## src/rtl/sha256_mem_arbiter.sv

```systemverilog
// Round-robin ownership arbiter for a single shared memory port among NUM_REQ requesters.
// Define ARB_TIMEOUT_EN to add a MAX_HOLD grant limit with forced revoke and requester masking.
module sha256_mem_arbiter #(
    parameter int unsigned NUM_REQ  = 4,
    parameter int unsigned MAX_HOLD = 1024
) (
    input  logic                    clk,
    input  logic                    rst_n,
    input  logic [NUM_REQ-1:0]      req,
    output logic [NUM_REQ-1:0]      gnt,
    input  logic [NUM_REQ*16-1:0]   req_addr,
    input  logic [NUM_REQ-1:0]      req_we,
    input  logic [NUM_REQ*32-1:0]   req_wdata,
    output logic [31:0]             req_rdata,
    output logic                    memory_clk,
    output logic [15:0]             memory_addr,
    output logic                    enable_write,
    output logic [31:0]             memory_write_data,
    input  logic [31:0]             memory_read_data,
    output logic [2:0]              owner,
    output logic                    busy,
    output logic                    timeout
);
    localparam int unsigned AW = 16;
    localparam int unsigned DW = 32;
    localparam int unsigned OW = 3;

    localparam logic [1:0] IDLE    = 2'd0;
    localparam logic [1:0] GRANT   = 2'd1;
    localparam logic [1:0] RELEASE = 2'd2;

    if (NUM_REQ < 2 || NUM_REQ > 8 || MAX_HOLD < 2) begin : g_bad_param
        $error("sha256_mem_arbiter: NUM_REQ must be 2..8 and MAX_HOLD at least 2");
    end

    logic [1:0]         state, state_nxt;
    logic [NUM_REQ-1:0] gnt_nxt;
    logic [OW-1:0]      owner_nxt;
    logic               busy_nxt;
    logic [OW-1:0]      rr_ptr, rr_nxt;
    logic [NUM_REQ-1:0] eligible;
    logic [OW-1:0]      winner;
    logic               own_req;
    logic [AW-1:0]      own_addr;
    logic               own_we;
    logic [DW-1:0]      own_wdata;

`ifdef ARB_TIMEOUT_EN
    localparam int unsigned HW = $clog2(MAX_HOLD);
    logic [HW-1:0]      hold_cnt, hold_nxt;
    logic [NUM_REQ-1:0] mask, mask_nxt;
    logic               timeout_nxt;
    assign eligible = req & ~mask;
`else
    assign eligible = req;
    assign timeout  = 1'b0;
`endif

    assign memory_clk = clk;
    assign req_rdata  = memory_read_data;

    // Round-robin pick: first eligible at or above rr_ptr, else first eligible overall
    always_comb begin
        logic hi_found, lo_found;
        logic [OW-1:0] hi_idx, lo_idx;
        hi_found = 1'b0;
        lo_found = 1'b0;
        hi_idx   = '0;
        lo_idx   = '0;
        for (int i = 0; i < NUM_REQ; i++) begin
            if (eligible[i] && !lo_found) begin
                lo_found = 1'b1;
                lo_idx   = OW'(i);
            end
            if (eligible[i] && !hi_found && (OW'(i) >= rr_ptr)) begin
                hi_found = 1'b1;
                hi_idx   = OW'(i);
            end
        end
        winner = hi_found ? hi_idx : lo_idx;
    end

    // Owner's slice of the request bus
    always_comb begin
        own_req   = 1'b0;
        own_addr  = '0;
        own_we    = 1'b0;
        own_wdata = '0;
        for (int i = 0; i < NUM_REQ; i++) begin
            if (owner == OW'(i)) begin
                own_req   = req[i];
                own_addr  = req_addr[AW*i +: AW];
                own_we    = req_we[i];
                own_wdata = req_wdata[DW*i +: DW];
            end
        end
    end

    // Only the current grantee ever drives the memory port
    assign memory_addr       = (state == GRANT) ? own_addr  : '0;
    assign enable_write      = (state == GRANT) ? own_we    : 1'b0;
    assign memory_write_data = (state == GRANT) ? own_wdata : '0;

    always_comb begin
        state_nxt = state;
        gnt_nxt   = gnt;
        owner_nxt = owner;
        busy_nxt  = busy;
        rr_nxt    = rr_ptr;
`ifdef ARB_TIMEOUT_EN
        hold_nxt    = hold_cnt;
        mask_nxt    = mask & req;
        timeout_nxt = 1'b0;
`endif
        case (state)
            IDLE: begin
                if (|eligible) begin
                    state_nxt = GRANT;
                    gnt_nxt   = NUM_REQ'(1) << winner;
                    owner_nxt = winner;
                    busy_nxt  = 1'b1;
                    rr_nxt    = (32'(winner) == NUM_REQ - 1) ? '0 : winner + OW'(1);
`ifdef ARB_TIMEOUT_EN
                    hold_nxt  = '0;
`endif
                end
            end
            GRANT: begin
                if (!own_req) begin
                    state_nxt = RELEASE;
                    gnt_nxt   = '0;
                    owner_nxt = '0;
                    busy_nxt  = 1'b0;
`ifdef ARB_TIMEOUT_EN
                end else if (hold_cnt == HW'(MAX_HOLD - 1)) begin
                    state_nxt   = RELEASE;
                    gnt_nxt     = '0;
                    owner_nxt   = '0;
                    busy_nxt    = 1'b0;
                    timeout_nxt = 1'b1;
                    mask_nxt    = mask_nxt | (NUM_REQ'(1) << owner);
                end else begin
                    hold_nxt = hold_cnt + HW'(1);
`endif
                end
            end
            RELEASE: begin
                state_nxt = IDLE;
            end
            default: begin
                state_nxt = IDLE;
                gnt_nxt   = '0;
                owner_nxt = '0;
                busy_nxt  = 1'b0;
            end
        endcase
    end

    always_ff @(posedge clk or negedge rst_n) begin
        if (!rst_n) begin
            state  <= IDLE;
            gnt    <= '0;
            owner  <= '0;
            busy   <= 1'b0;
            rr_ptr <= '0;
        end else begin
            state  <= state_nxt;
            gnt    <= gnt_nxt;
            owner  <= owner_nxt;
            busy   <= busy_nxt;
            rr_ptr <= rr_nxt;
        end
    end

`ifdef ARB_TIMEOUT_EN
    always_ff @(posedge clk or negedge rst_n) begin
        if (!rst_n) begin
            hold_cnt <= '0;
            mask     <= '0;
            timeout  <= 1'b0;
        end else begin
            hold_cnt <= hold_nxt;
            mask     <= mask_nxt;
            timeout  <= timeout_nxt;
        end
    end
`endif
endmodule

```

## config.mk

```make
export PLATFORM = sky130hd
export DESIGN_NAME = sha256_mem_arbiter
export DESIGN_NICKNAME = d
export VERILOG_FILES = /design/src/rtl/sha256_mem_arbiter.sv
export SDC_FILE = /design/constraint.sdc
export NUM_CORES = 1
export LEC_CHECK = 0
export ABC_AREA = 0
export BUFFER_PORTS_ARGS = -buffer_cell sky130_fd_sc_hd__buf_4
export CORE_AREA = 2 2 127 129
export DETAILED_ROUTE_END_ITERATION = 12
export DIE_AREA = 0 0 129 131
export PLACE_DENSITY_LB_ADDON = 0.05
export RECOVER_POWER = 25
export SETUP_SLACK_MARGIN = 0.15
export SYNTH_ARGS = -nofsm -noshare
export SYNTH_HDL_FRONTEND = slang
export SYNTH_SLANG_ARGS = --single-unit
```

## constraint.sdc

```tcl
create_clock -name clk -period 1.9 [get_ports clk]
set_input_delay 0.285 -clock clk [delete_from_list [all_inputs] [get_ports clk]]
set_output_delay 0.285 -clock clk [all_outputs]
set_load 0.03 [all_outputs]
```

==> results.yml, run 1 <==
grt:
  grt_start_max_net_pins: 32
  grt_pass1_wl_um: 16500
  antenna_found_initial: 0
  grt_overflow: 0
  gr-usage-all-layers_pct: 13.0
  grt_pass1_vias: 2857
run:
  drv_cap: 0
floorplan:
  die_w_um: 129
  die_y_um: 131
  core_area_um2: 15600
  ioPinCount: 325
  start_util_pct: 15.4
  rows: 46
  die-area_um2: 16900
clocking:
  cts_tree: "built"
  clock_latency_ns: 0.35
  clk_pin_slew_ns: 0.04
synth:
  synth-seq-cells: 11
  yosysSeqAreaShare_pct: 11.4
  avgSynthCellArea_um2: 11.8
  syn_area_um2: 2410
  async_reset_ff_share_pct: 100
  yosys_warnings: 0
  synthCells: 204
  synth-edff-count: 0
  ys_types: 27
  synth_flop_cell: "dfrtp_1"
route:
  drtAntennaViolNets: 0
  dr.pass1.iters: 4
  post_drt_via_cell_ratio: 4.07
  drt-initial-drc-count: 63
  totalWireLength_um: 12200
  drc: 0
  vias: 2664
  wl_per_cell_um: 18.6
pwr:
  comb_power_share_pct: 83.5
  netSwitchingPower_mw: 3.26
  cell_internal_pwr_mw: 4.25
  power_frac_seq_pct: 6.3
  vdd_ir_drop_max_v: 0.00107
  pwr-share-clk_pct: 10.3
  p_leak_nw: 2.49
  power.density_nw_per_um2: 1400
  switching_share_pct: 43.4
sta:
  finalClockSkew_ns: 0.000786
  rsz0062_at_grt: "true"
  min_period_over_period_pct: 114
  fmax_mhz: 463
  finalHoldViolCount: 0
  period_needed_ns: 2.16
  fin_ws_ns: -0.262
  relSlewSlack_pct: 57.1
  worst_hold_slack_ns: 0.365
  setup_violations: 52
  worst_pin_slew_ns: 0.643
  drv_slew: 0
min_path:
  min_delay_path_depth: 4
  hold_path.class: "in2reg"
  holdCritStartpoint: "req[3]"
finish:
  antenna_cells: 0
  fin_area_um2: 5350
  layout_common_cells: "buf_4 (212), buf_6 (51), mux4_2 (49), nor2b_4 (49), dfrtp_1 (9)"
  syn_to_final_growth_pct: 122
  drive_gt1_share_pct: 89.5
  layout.nets: 677
  final_common_cell: "buf_4"
critical_path:
  crit_type: "reg2out"
  cp.required_ns: 1.62
  reg2regPathDepth: 7
  crit_fanout: 7
  crit_path_start_kind: "flop"
  end_kind: "output pin"
  r2r-start: "owner[0]$_DFFE_PN0P_"
  worstPathArrival_ns: 1.88
  crit_start: "owner[0]$_DFFE_PN0P_"
outcome:
  status: "finished, violations left"
  violations: "setup timing"
placement:
  dp_hpwl_um: 9410
  io_buffers: 258
  globalplace.congestion: 0.743
  placed_area_um2: 4500
-- critical path, cell delays in order (launching register included) --
cell     delay (ns)
dfrtp_4        0.44
buf_12         0.15
buf_16         0.14
mux4_2         0.50
nor2b_4        0.14
buf_6          0.15
-- per-stage QoR --
stage / total power, mW / TNS [ns] / util, % / setup slack (ns) / std cells
after detailed placement: 5.47 / 0 / 28.8 / 0.0484 / 635
after CTS: 7.29 / -13.38 / 33.2 / -0.290 / 652
after floorplan: 3.90 / 0 / - / 0.135 / 205
after global placement: 5.47 / 0 / 28.8 / 0.0515 / 635
final: 7.51 / -11.94 / 34.3 / -0.262 / 654
after global routing: 7.95 / -15.04 / 34.3 / -0.325 / 654
-- power groups by stage --
stage	Clock [mW]	Sequential, mW	Combinational [mW]
floorplan	0.0788	0.562	3.26
global placement	0.0788	0.469	4.92
detailed placement	0.0788	0.469	4.93
CTS	0.784	0.468	6.04
global route	0.806	0.492	6.65
finish	0.771	0.470	6.27
-- cell type report --
class	instances	area (um2)
inverters	4	15.0
fillers	1568	10200
well taps	216	270
multi-input cells	137	2120
flip-flops and latches	11	280
repair buffers	278	2500
clock buffers	8	161
-- synthesized netlist by cell type, types with 2 or more instances --
library cell,n,area share (%)
inv_1,4,0.62
nand2b_1,4,1.0
mux4_2,49,46
buf_6,6,2.8
buf_4,36,11
nor2_1,3,0.47
dfrtp_1,11,11
o21ai_0,2,0.42
ha_1,4,2.1
a22o_1,6,2.2
nor2b_1,50,13
a21oi_1,4,0.83
buf_2,5,1.0
clkbuf_1,6,0.94
mux2_4,2,1.2
-- kinds of logic after synthesis --
logic type	synth area share (%)
flops	11.4
buf+inv	16.6
other cells	0.156
fa+ha+maj	2.08
simple gates	15.7
compound gates	6.03
mux	48.0
-- final timing paths --
path	to	slack (ns)
max in group asynchronous	owner[0]$_DFFE_PN0P_	0.95
min in group asynchronous	rr_ptr[1]$_DFFE_PN0P_	0.47
min reg2reg	busy$_DFFE_PN0P_	0.49
min	state[0]$_DFFE_PN0P_	0.36
max	memory_write_data[14]	-0.26
max reg2reg	gnt[0]$_DFFE_PN0P_	-0.01
-- per-layer routing --
| layer | share of wire (%) | wire length [um] | GRT usage [%] |
|---|---|---|---|
| met1 | 34 | 4150 | 13.8 |
| met2 | 58 | 7100 | 26.5 |
| met3 | 6.1 | 737 | 2.32 |
| met4 | 1.4 | 174 | 3.01 |
| met5 | 0 | 0 | 0 |
-- what timing repair did --
action	4_1_cts	5_1_grt
gates cloned	5	1
buffers inserted	4	1
hold buffers	1	0
endpoints found under the hold margin	11	0
resized for setup	83	29
endpoints found under the setup margin	50	59
-- sequential cells by signal, summed over array words and instances, names as in the netlist --
register  flops
busy          1
gnt           4
owner         2
rr_ptr        2
state         2
Note: power is estimated with default switching activity, not from simulation.
==> run 2: changes to the inputs <==
--- a/config.mk
+++ b/config.mk
@@ -5,11 +5,11 @@
 export SDC_FILE = /design/constraint.sdc
 export NUM_CORES = 1
 export LEC_CHECK = 0
-export ABC_AREA = 0
+export ABC_AREA = 1
 export BUFFER_PORTS_ARGS = -buffer_cell sky130_fd_sc_hd__buf_4
-export CORE_AREA = 2 2 127 129
+export CORE_AREA = 2 2 128 130
 export DETAILED_ROUTE_END_ITERATION = 12
-export DIE_AREA = 0 0 129 131
+export DIE_AREA = 0 0 130 132
 export PLACE_DENSITY_LB_ADDON = 0.05
 export RECOVER_POWER = 25
 export SETUP_SLACK_MARGIN = 0.15
==> results.yml, run 2 <==
synth:
  synth-edff-count: 0
  synth.top_cell.area_share_pct: 18.7
  ys_types: 22
  syn_area_um2: 2510
  yosys_warnings: 0
  synth-seq-cells: 11
  synthCells: 457
  synth_flop_cell: "dfrtp_1"
  synth_most_common_cell: "nand2_1"
  async_reset_ff_share_pct: 100
  ys_top_cells_by_count: "nand2_1 (125), inv_1 (60), o211ai_1 (49)"
  yosysSeqAreaShare_pct: 11.0
  synth.area.top_cells: "nand2_1 (19%), o211ai_1 (15%), dfrtp_1 (11%), buf_4 (11%), inv_1 (9.0%)"
  synth_top_area_cell: "nand2_1"
  avgSynthCellArea_um2: 5.49
route:
  vias: 3863
  highest_layer: "met4"
  totalWireLength_um: 14500
  wl_per_cell_um: 15.9
  drc: 0
  drt-met1-wl_um: 5610
  dr.pass1.iters: 4
  post_drt_via_cell_ratio: 4.24
  drt-initial-drc-count: 124
  drtAntennaViolNets: 0
  wl_met3_um: 1090
  met2_length_um: 7310
finish:
  fin_area_um2: 5320
  antenna_cells: 0
  final_common_cell: "buf_4"
  regMostFlops: "gnt"
  fin_util_pct: 33.8
  largest_register_ffs: 4
  layout.nets: 934
  layout_common_cells: "buf_4 (232), nand2_1 (99), inv_1 (60)"
  drive_gt1_share_pct: 52.2
  syn_to_final_growth_pct: 112
  fillers: 1804
critical_path:
  cpPeakStageDelay_ns: 0.47
  crit_path_frequent_cell: "buf_6"
  crit_type: "reg2out"
  slowest_stage: "dfrtp_2"
  crit_fanout: 7
  end_kind: "output pin"
  crit_path_start_kind: "flop"
  worstPathArrival_ns: 1.78
  cp.required_ns: 1.62
  crit_chain: "nor2_4, buf_6, buf_12, clkbuf_16, nand2_2, nand3_2, o211ai_1, inv_1, buf_6"
floorplan:
  ioPinCount: 325
  start_util_pct: 16.0
  rows: 46
  core_area_um2: 15700
  die_w_um: 130
  die-area_um2: 17200
  die_y_um: 132
outcome:
  violations: "setup timing"
  status: "finished, violations left"
placement:
  io_buffers: 258
  placed_area_um2: 4580
  globalplace.congestion: 0.786
  dp_hpwl_um: 11100
grt:
  grt_overflow: 0
  grt_start_max_net_pins: 27
  grt_pass1_wl_um: 20300
  gr-usage-all-layers_pct: 15.1
  grt_pass1_vias: 3762
  antenna_found_initial: 0
sta:
  fmax_mhz: 484
  rsz0062_at_grt: "true"
  setup_violations: 49
  finalHoldViolCount: 0
  period_needed_ns: 2.07
  fin_ws_ns: -0.166
  fin_tns_setup_ns: -5.55
  finalClockSkew_ns: 0.00241
  drv_slew: 0
  relSlewSlack_pct: 57.2
  min_period_over_period_pct: 109
  worst_pin_slew_ns: 0.642
  worst_hold_slack_ns: 0.293
clocking:
  clock_latency_ns: 0.35
  clk_pin_slew_ns: 0.04
  cts_tree: "built"
pwr:
  p_leak_nw: 2.86
  power.density_nw_per_um2: 1460
  vdd_ir_drop_max_v: 0.000524
  power_mw: 7.75
min_path:
  hold_path.class: "in2reg"
run:
  drv_cap: 0
-- run 2: area by class of cell --
class / count / area [um2] / area share, %
multi-input cells: 321 / 1830 / 34.4
clock buffers: 7 / 158 / 2.96
flip-flops and latches: 11 / 278 / 5.22
inverters: 62 / 238 / 4.47
well taps: 216 / 270 / 5.08
clock inverters: 1 / 5.00 / 0.0941
repair buffers: 293 / 2540 / 47.7
-- run 2: worst paths after layout --
kind / slack [ns] / end / cells past startpoint / start
setup reg to reg: 0.24 / owner[0]$_DFFE_PN0P_ / 10 / owner[1]$_DFFE_PN0P_
max in group asynchronous: 0.98 / owner[0]$_DFFE_PN0P_ / 2 / rst_n
setup / recovery: -0.17 / memory_addr[0] / 9 / owner[1]$_DFFE_PN0P_
min in group asynchronous: 0.47 / gnt[1]$_DFFE_PN0P_ / 2 / rst_n
hold / removal: 0.29 / state[1]$_DFFE_PN0P_ / 4 / req[0]
hold reg to reg: 0.47 / gnt[1]$_DFFE_PN0P_ / 2 / gnt[1]$_DFFE_PN0P_
-- run 2: timing repair --
item                                    4_1_cts  5_1_grt
gates cloned                                  0        6
hold buffers                                  1        0
endpoints found under the setup margin       49       49
hold endpoints to repair                     11        0
resized for setup                            28       75
buffers inserted                              1        8
pin swaps                                     2       44
-- run 2: report_power, final --
group          switching [mW]  internal [mW]
Combinational            3.68           2.84
Sequential              0.107          0.350
Clock                   0.203          0.574
-- run 2: through the flow --
stage                     setup WS [ns]  cells
final                            -0.166    911
after global routing             -0.244    911
after CTS                        -0.128    897
after detailed placement          0.144    888
after global placement            0.141    888
after floorplan                   0.112    458
-- run 2: cells by family (layout without fill, tap and decap cells) --
group           count (synthesis)  after routing  share of synthesized area, %
compound gates                119            119                          28.6
fa+ha+maj                       4              4                          1.99
buf+inv                       126            363                          25.4
flops                          11             11                          11.0
other cells                     1              2                         0.149
simple gates                  196            196                          32.9
-- run 2: layer usage --
| layer | GRT usage (%) | up-vias |
|---|---|---|
| met3 | 2.96 | 34 |
| met1 | 16.8 | 1742 |
| met2 | 27.9 | 160 |
| li1 | - | 1927 |
| met5 | 0 | - |
| met4 | 5.85 | 0 |
-- run 2: worst max-delay path: cells and delay by family, from the launching register on --
| family | cells | cell delay [ns] |
|---|---|---|
| buffers and inverters | 5 | 0.57 |
| DFF | 1 | 0.47 |
| and+or+nand+nor | 3 | 0.28 |
| AOI/OAI and AO/OA | 1 | 0.10 |
==> run 3: changes to the inputs <==
--- a/config.mk
+++ b/config.mk
@@ -7,9 +7,9 @@
 export LEC_CHECK = 0
 export ABC_AREA = 1
 export BUFFER_PORTS_ARGS = -buffer_cell sky130_fd_sc_hd__buf_4
-export CORE_AREA = 2 2 128 130
+export CORE_AREA = 2 2 126 128
 export DETAILED_ROUTE_END_ITERATION = 12
-export DIE_AREA = 0 0 130 132
+export DIE_AREA = 0 0 128 130
 export PLACE_DENSITY_LB_ADDON = 0.05
 export RECOVER_POWER = 25
 export SETUP_SLACK_MARGIN = 0.15
==> constraint.sdc (replaced) <==
create_clock -name clk -period 1.7 [get_ports clk]
set_input_delay 0.255 -clock clk [delete_from_list [all_inputs] [get_ports clk]]
set_output_delay 0.255 -clock clk [all_outputs]
set_load 0.03 [all_outputs]
==> results.yml, run 3 (synthesis results as in run 2) <==
critical_path:
  crit_type: "reg2out"
  crit_path_frequent_cell: "buf_6"
  crit_path_start_kind: "flop"
  end_kind: "output pin"
  cpPeakStageDelay_ns: 0.45
  worst-path-buf-inv: 5
  worstPathArrival_ns: 1.75
  path_delay_family: "buffers and inverters"
  cp.required_ns: 1.44
  crit_fanout: 26
  slowest_stage: "dfrtp_2"
  crit_chain: "inv_4, buf_6, nor2_4, buf_12, nand2_1, nand3_1, o211ai_1, inv_2, buf_6"
min_path:
  hold_path.class: "in2reg"
placement:
  globalplace.congestion: 0.785
  io_buffers: 258
  place_inst: 869
  placed_area_um2: 4740
  dp_hpwl_um: 11200
sta:
  worst_hold_slack_ns: 0.291
  setup_violations: 49
  min_period_over_period_pct: 118
  period_needed_ns: 2.01
  fmax_mhz: 498
  rsz0062_at_grt: "true"
  finalClockSkew_ns: 0.000730
  relSlewSlack_pct: 59.2
  fin_ws_ns: -0.308
  drv_slew: 0
  worst_pin_slew_ns: 0.612
  finalHoldViolCount: 0
pwr:
  pwr-share-clk_pct: 9.9
  power.density_nw_per_um2: 1640
  power_frac_seq_pct: 6.0
  switching_share_pct: 52.1
  netSwitchingPower_mw: 4.56
  p_leak_nw: 2.79
  power_mw: 8.75
  vdd_ir_drop_max_v: 0.000643
  cell_internal_pwr_mw: 4.19
  comb_power_share_pct: 84.1
finish:
  layout_common_cells: "buf_4 (225), nand2_1 (117), buf_6 (53)"
  drive_gt1_share_pct: 54.3
  regMostFlops: "gnt"
  layout.nets: 932
  final_cells: 885
  fin_area_um2: 5330
  largest_register_ffs: 4
  final_common_cell: "buf_4"
  syn_to_final_growth_pct: 112
  antenna_cells: 0
  fillers: 1688
route:
  post_drt_via_cell_ratio: 4.44
  dr.pass1.iters: 4
  wl_per_cell_um: 16.1
  drtAntennaViolNets: 0
  drt-initial-drc-count: 147
  drc: 0
  vias: 3925
  totalWireLength_um: 14300
floorplan:
  rows: 46
  core_area_um2: 15400
  die-area_um2: 16600
  die_w_um: 128
  ioPinCount: 325
  start_util_pct: 16.3
  die_y_um: 130
grt:
  gr-usage-all-layers_pct: 15.5
  grt_overflow: 0
  grt_pass1_wl_um: 20400
  antenna_found_initial: 0
  grt_start_max_net_pins: 30
  grt_pass1_vias: 3913
clocking:
  clock_latency_ns: 0.35
  clk_pin_slew_ns: 0.04
  cts_tree: "built"
outcome:
  violations: "setup timing"
  status: "finished, violations left"
run:
  drv_cap: 0
## run 3: cell types whose count changed in the layout (fill, tap and decap cells not counted), sizes merged
cell | previous run | this run
clkbuf | 11 | 10
clkinv | 1 | 0
## run 3: routing by layer
| layer | vias to the layer above | wire length (um) | global-route usage, % |
|---|---|---|---|
| met5 | - | 0 | 0 |
| met1 | 1775 | 5470 | 18.1 |
| met4 | 0 | 310 | 4.72 |
| li1 | 1923 | - | - |
| met2 | 196 | 7320 | 28.5 |
| met3 | 31 | 1160 | 3.12 |
## run 3: what timing repair did
item                                   CTS  global route
pin swaps                               11            23
endpoints found under the hold margin   11             0
resized for setup                       39            48
setup buffers                            4             1
hold buffers                             1             0
gates cloned                             1             2
setup endpoints to repair               49            58
## run 3: cell type report
type / instances / area [um2] / area share, %
multi-input combinational: 321 / 1860 / 35.0
clock buffer: 8 / 161 / 3.03
inverter: 62 / 238 / 4.46
tap: 192 / 240 / 4.51
sequential: 11 / 278 / 5.21
timing repair buffer: 291 / 2540 / 47.8
## run 3: path summary, 6_finish.rpt
check	startpoint	to	slack (ns)	cells past startpoint
max	owner[0]$_DFFE_PN0P_	memory_addr[3]	-0.31	9
min	req[0]	state[1]$_DFFE_PN0P_	0.29	4
max reg2reg	rr_ptr[1]$_DFFE_PN0P_	rr_ptr[1]$_DFFE_PN0P_	0.23	8
min reg2reg	gnt[1]$_DFFE_PN0P_	gnt[1]$_DFFE_PN0P_	0.47	2
max in group asynchronous	rst_n	owner[0]$_DFFE_PN0P_	0.84	2
min in group asynchronous	rst_n	rr_ptr[1]$_DFFE_PN0P_	0.42	2
## run 3: worst register-to-register path: stages, from the launching register on
cell     delay (ns)
dfrtp_1        0.40
nor2_1         0.09
a21oi_2        0.20
nand3_2        0.11
nand2_1        0.10
inv_1          0.06
ha_1           0.28
nand2_1        0.07
nand2_1        0.05
## run 3: per-stage QoR
stage               setup WS (ns)  setup TNS, ns  utilization [%]
floorplan                  0.0965              0                -
global placement           0.0290              0             30.7
detailed placement        0.00160              0             30.7
CTS                        -0.327         -13.88             33.0
global route               -0.391         -17.38             34.5
finish                     -0.308         -12.98             34.5
## run 3: power groups by stage
stage               combinational [mW]  clock [mW]  sequential, mW
finish                            7.36       0.866           0.525
CTS                               6.97       0.885           0.512
global placement                  6.51      0.0881           0.512
global route                      7.97       0.907           0.548
floorplan                         4.05      0.0881           0.646
detailed placement                6.52      0.0881           0.521
